### config.mk
export PLATFORM = sky130hd
export DESIGN_NAME = cam_fill_ctrl
export DESIGN_NICKNAME = d
export VERILOG_FILES = /design/src/rtl/cam_fill_ctrl.sv
export SDC_FILE = /design/constraint.sdc
export NUM_CORES = 1
export LEC_CHECK = 0
export BUFFER_PORTS_ARGS = -buffer_cell sky130_fd_sc_hd__buf_4
export CAP_MARGIN = 20
export CORE_MARGIN = 3
export CORE_UTILIZATION = 53
export DETAILED_ROUTE_END_ITERATION = 7
export GPL_ROUTABILITY_DRIVEN = 0
export PLACE_DENSITY = 0.86
export SETUP_SLACK_MARGIN = 0.15
export SLEW_MARGIN = 20
export SYNTH_ARGS = -nofsm -noshare
export SYNTH_HDL_FRONTEND = slang
export SYNTH_SLANG_ARGS = --single-unit
### constraint.sdc
create_clock -name clk -period 2.6 [get_ports clk]
set_input_delay 0.52 -clock clk [delete_from_list [all_inputs] [get_ports clk]]
set_output_delay 0.52 -clock clk [all_outputs]
set_load 0.1 [all_outputs]
### src/rtl/cam_fill_ctrl.sv
// Lookup/fill/flush sequencer between a single requester and a tag-matching CAM.
// Latency: hit responds two edges after the request handshake; miss responds two edges after mem_ack.
// Backpressure: req_ready drops outside IDLE; the response is held until rsp_ready.
module cam_fill_ctrl #(
  parameter int WORDS  = 8,
  parameter int BITS   = 8,
  parameter int TAG_SZ = 8,
  localparam int ADDR_LEFT = $clog2(WORDS) - 1
) (
  input  logic                 clk,
  input  logic                 rst,
  input  logic                 req_valid,
  input  logic [TAG_SZ-1:0]    req_tag,
  output logic                 req_ready,
  input  logic                 flush_req,
  output logic                 flush_done,
  output logic                 rsp_valid,
  input  logic                 rsp_ready,
  output logic [BITS-1:0]      rsp_data,
  output logic                 rsp_hit,
  output logic                 mem_req,
  output logic [TAG_SZ-1:0]    mem_tag,
  input  logic                 mem_ack,
  input  logic [BITS-1:0]      mem_rdata,
  output logic [TAG_SZ-1:0]    cam_check_tag,
  output logic                 cam_read,
  input  logic                 cam_found,
  input  logic [BITS-1:0]      cam_data,
  output logic                 cam_write_,
  output logic [ADDR_LEFT:0]   cam_w_addr,
  output logic [BITS-1:0]      cam_wdata,
  output logic [TAG_SZ-1:0]    cam_new_tag,
  output logic                 cam_new_valid
);

  localparam int AW = ADDR_LEFT + 1;
  localparam logic [AW-1:0] LAST_IDX = AW'(WORDS - 1);

  typedef enum logic [2:0] {
    IDLE     = 3'd0,
    LOOKUP   = 3'd1,
    MISS_REQ = 3'd2,
    FILL     = 3'd3,
    RESP     = 3'd4,
    FLUSH    = 3'd5
  } state_t;

  state_t            state, state_nxt;
  logic [TAG_SZ-1:0] tag_q;
  logic [BITS-1:0]   line_q;
  logic [BITS-1:0]   rsp_data_q;
  logic              rsp_hit_q;
  logic [WORDS-1:0]  shadow;
  logic [AW-1:0]     rr;
  logic [AW-1:0]     idx;
  logic [AW-1:0]     victim;
  logic              have_free;
  logic              req_fire;

  assign req_fire = req_valid & req_ready;
  assign rsp_data = rsp_data_q;
  assign rsp_hit  = rsp_hit_q;

  // Victim: lowest entry the shadow marks empty, else the round-robin pointer.
  always_comb begin
    victim    = rr;
    have_free = 1'b0;
    for (int i = 0; i < WORDS; i++) begin
      if (!have_free && !shadow[i]) begin
        victim    = i[AW-1:0];
        have_free = 1'b1;
      end
    end
  end

  // State register.
  always_ff @(posedge clk or posedge rst) begin
    if (rst) begin
      state <= IDLE;
    end else begin
      state <= state_nxt;
    end
  end

  // Next-state decode and all strobes; outputs are pure state decodes so reset drops them at once.
  always_comb begin
    state_nxt     = state;
    req_ready     = 1'b0;
    flush_done    = 1'b0;
    rsp_valid     = 1'b0;
    mem_req       = 1'b0;
    mem_tag       = '0;
    cam_check_tag = '0;
    cam_read      = 1'b0;
    cam_write_    = 1'b1;
    cam_w_addr    = '0;
    cam_wdata     = '0;
    cam_new_tag   = '0;
    cam_new_valid = 1'b0;
    case (state)
      IDLE: begin
        req_ready = ~flush_req;
        if (flush_req) begin
          state_nxt = FLUSH;
        end else if (req_valid) begin
          state_nxt = LOOKUP;
        end
      end
      LOOKUP: begin
        cam_check_tag = tag_q;
        cam_read      = 1'b1;
        state_nxt     = cam_found ? RESP : MISS_REQ;
      end
      MISS_REQ: begin
        mem_req = 1'b1;
        mem_tag = tag_q;
        if (mem_ack) begin
          state_nxt = FILL;
        end
      end
      FILL: begin
        cam_write_    = 1'b0;
        cam_w_addr    = victim;
        cam_wdata     = line_q;
        cam_new_tag   = tag_q;
        cam_new_valid = 1'b1;
        state_nxt     = RESP;
      end
      RESP: begin
        rsp_valid = 1'b1;
        if (rsp_ready) begin
          state_nxt = IDLE;
        end
      end
      FLUSH: begin
        cam_write_ = 1'b0;
        cam_w_addr = idx;
        if (idx == LAST_IDX) begin
          flush_done = 1'b1;
          state_nxt  = IDLE;
        end
      end
      default: state_nxt = IDLE;
    endcase
  end

  // Request tag capture on the handshake.
  always_ff @(posedge clk or posedge rst) begin
    if (rst) begin
      tag_q <= '0;
    end else if (req_fire) begin
      tag_q <= req_tag;
    end
  end

  // Fetched line is latched only while actually waiting for memory; stray acks are ignored.
  always_ff @(posedge clk or posedge rst) begin
    if (rst) begin
      line_q <= '0;
    end else if (state == MISS_REQ && mem_ack) begin
      line_q <= mem_rdata;
    end
  end

  // Response registers load on a CAM hit or at the end of a fill and hold through RESP.
  always_ff @(posedge clk or posedge rst) begin
    if (rst) begin
      rsp_data_q <= '0;
      rsp_hit_q  <= 1'b0;
    end else if (state == LOOKUP && cam_found) begin
      rsp_data_q <= cam_data;
      rsp_hit_q  <= 1'b1;
    end else if (state == FILL) begin
      rsp_data_q <= line_q;
      rsp_hit_q  <= 1'b0;
    end
  end

  // Shadow valid tracking, round-robin pointer and flush walk index.
  always_ff @(posedge clk or posedge rst) begin
    if (rst) begin
      shadow <= '0;
      rr     <= '0;
      idx    <= '0;
    end else begin
      case (state)
        IDLE: begin
          if (flush_req) begin
            idx <= '0;
          end
        end
        FILL: begin
          shadow[victim] <= 1'b1;
          // The pointer only moves when a valid entry had to be evicted.
          if (!have_free) begin
            rr <= (rr == LAST_IDX) ? '0 : rr + AW'(1);
          end
        end
        FLUSH: begin
          shadow[idx] <= 1'b0;
          if (idx == LAST_IDX) begin
            idx <= '0;
            rr  <= '0;
          end else begin
            idx <= idx + AW'(1);
          end
        end
        default: ;
      endcase
    end
  end

endmodule

==> key figures <==
Final layout
  – Layout cell share with drive strength beyond 1: a little over two fifths
  – Final std cells w/o fill: roughly 350
  – Filler Cell Count: 298
  – Layout net count: approximately 340
  – Fin area: 3060 um^2
  – Area grow syn2layout: 35.8%
  – N_diodes: 0

Critical path
  – WP data required: ~2.1 ns
  – R2R Path End: rsp_data[5]
  – Reg2reg path depth: 5
  – CP max FO: 6
  – Critical Setup Path Class: reg -> out
  – Worst EP arrival: 1.85 ns
  – Reg2Reg Setup Slack: a little over 0.7 ns
  – Setup crit start kind: register
  – Worst R2R Start: state[1]
  – Nature of the critical path endpoint: output pin

Power and ir drop
  – Peak supply drop: ~1.3 mV
  – Leakage: 1.52 nW
  – PD cells: roughly 1300 nW/um^2

Detailed routing
  – WL met3: around 480 um
  – Drt first pass iters: 4
  – Iteration-0 DRC count of the detailed router: 121
  – Drt drc: 0
  – Routed vias: just over 2,000
  – WL met1: around 2.3 mm
  – Via-per-instance ratio: roughly 5.7
  – Max layer used: met4
  – WL per Instance: between 15 and 20 um
  – Detail Route Antenna Nets: 0
  – Final wirelength: a little under 6 mm
  – WL met2: approximately 2.9 mm

Clocking
  – Root buf cell: clkbuf_8
  – Clock tree buffer depth: 2
  – Post-CTS resize count: 0
  – H-tree Lvls: 2
  – Clk slew on worst S/H paths: roughly 0.080 ns
  – Clock sink count: 42
  – Post-CTS Setup Bufs: 0
  – CTS buffer count: 5
  – CTS Hold Bufs: 0
  – CTS tree: done
  – Skew-Pair Late Insertion Delay: just under 0.3 ns

GRT
  – Largest net degree at the start of global routing: 43
  – Vias in the first global route: around 2,100
  – GR Util All Layers: between 20% and 30%
  – GR Overflow Total: 0
  – First-pass GRT wire length: 9.58 mm
  – Initial antenna violation count: 0

STA
  – Peak Freq: around 0.42 GHz
  – Unrepaired setup endpoints after global routing: no
  – Setup ws final: 0.225 ns
  – Pins Over Slew Limit: 0
  – Final setup TNS: 0 ns
  – Tightest Pin Transition: around 0.56 ns
  – Slew margin rel.: 62.7%
  – Worst hold margin: between 0.3 and 0.4 ns
  – Final worst path period share: 91.3%
  – Final Hold Fails: 0
  – Clock skew: ~0.0085 ns
  – Tmin final: 2.37 ns
  – # setup viols final: 0

Place
  – Input/output buffers: 81
  – Post-place instance area: roughly 3000 um^2
  – Setup WS pre-CTS: about 0.50 ns
  – DP HPWL: between 4 and 5 mm
  – Placed insts: approximately 350

Yosys
  – Synth area leader: dfrtp_1
  – Largest cells by area after synthesis: dfrtp_1 (47%), and2_1 (7.5%), mux2_1 (6.5%)
  – Post-synth EDFFs: 0
  – Syn Nets: 255
  – Most common cell in the netlist: dfrtp_1
  – Ys async rst share: 100%
  – Main synth FF type: dfrtp_1
  – Syn Area/Cell: between 10 and 15 um^2
  – #FFs+latches synth: 42
  – Post-synthesis cell area: 2250 um^2
  – Top-area cell type share of the netlist area: a little under half
  – Seq/Total Area, Yosys: 46.6%
  – Synth cell count leaders: dfrtp_1 (42), and2_1 (27), nand2_1 (17)
  – Post-Synthesis Cells: 220
  – Synth warnings: 0
  – Yosys cell types: 51

Job
  – Max-Cap Viols: 0

Hold path
  – Min-delay worst type: in -> async

Outcome
  – Run status: finished clean

Floorplan
  – Starting Density: 55.5%
  – Die ar.: approximately 5000 um^2
  – Core Area: 4060 um^2
  – Die H: just over 70 um
  – I/O pins: a little over 80
  – # rows: 23
  – Die span in x: between 70 and 80 um
final cells by class:
| type | instances | area, um^2 | area share (%) |
|---|---|---|---|
| repair buffers | 87 | 657 | 21.5 |
| clock buffers | 7 | 86.3 | 2.82 |
| well taps | 50 | 62.6 | 2.04 |
| flip-flops and latches | 42 | 1050 | 34.4 |
| multi-input cells | 160 | 1170 | 38.2 |
| inverters | 6 | 25.0 | 0.818 |
| clock inverters | 1 | 5.00 | 0.164 |
logic make-up after synthesis:
logic type	after synthesis	share of synthesized area, %
and+or+nand+nor	83	22.3
muxes	18	8.94
buffers and inverters	18	3.66
DFF	42	46.6
AOI/OAI and AO/OA	55	16.3
adders and majority gates	4	2.22
power by group:
part / switching [mW] / internal (mW) / leakage, nW
Clock: 0.216 / 0.214 / 0.0482
Combinational: 1.85 / 0.622 / 0.943
Sequential: 0.209 / 0.901 / 0.532
stage by stage:
step	util (%)	total power [mW]
6_report	75.4	4.01
5_1_grt	75.4	4.20
4_1_cts	75.1	4.03
3_5_place_dp	72.9	3.59
3_3_place_gp	72.9	3.54
2_1_floorplan	-	3.05
worst max-delay path by stage:
stage | slack [ns] | depth (start not counted) | startpoint | end
after global placement | 0.53 | 5 | shadow[0] | cam_w_addr[0]
final | 0.23 | 4 | shadow[6] | cam_w_addr[1]
after floorplan | 0.15 | 3 | flush_req | tag_q[0]
after CTS | 0.15 | 5 | state[2] | cam_wdata[3]
after global routing | 0.16 | 5 | state[1] | cam_check_tag[5]
after detailed placement | 0.50 | 5 | state[2] | cam_wdata[5]
per-layer routing:
| metal | vias up | global-route usage [%] |
|---|---|---|
| met5 | - | 0 |
| met2 | 69 | 38.7 |
| met4 | 0 | 10.9 |
| met1 | 976 | 28.8 |
| li1 | 954 | - |
| met3 | 14 | 8.66 |
cell usage in the layout (no fill, tap or decap), drive strengths merged, types with 2 or more instances in the layout:
| cell | instances |
|---|---|
| a21o | 2 |
| a21oi | 8 |
| a22o | 5 |
| and2 | 27 |
| and3 | 9 |
| buf | 87 |
| clkbuf | 7 |
| dfrtp | 42 |
| ha | 4 |
| inv | 6 |
| mux2 | 17 |
| nand2 | 18 |
| nand2b | 2 |
| nand3 | 3 |
| nand4 | 2 |
| nor2 | 8 |
| nor2b | 2 |
| nor3 | 4 |
| nor3b | 2 |
| o21ai | 22 |
| o31ai | 3 |
| o41ai | 2 |
registers in the layout, indices dropped and copies added (netlist names):
name	cells
rr	3
state	3
line_q	8
idx	3
rsp_hit	1
rsp_data	8
tag_q	8
shadow	8
worst max-delay path, cell delays in order, from the launching register on:
cell and delay (ns):
dfrtp_1 0.45, and4b_1 0.26, a221o_1 0.38, o21ai_2 0.16, buf_4 0.31
No activity file was read; power rests on OpenSTA's default activity.
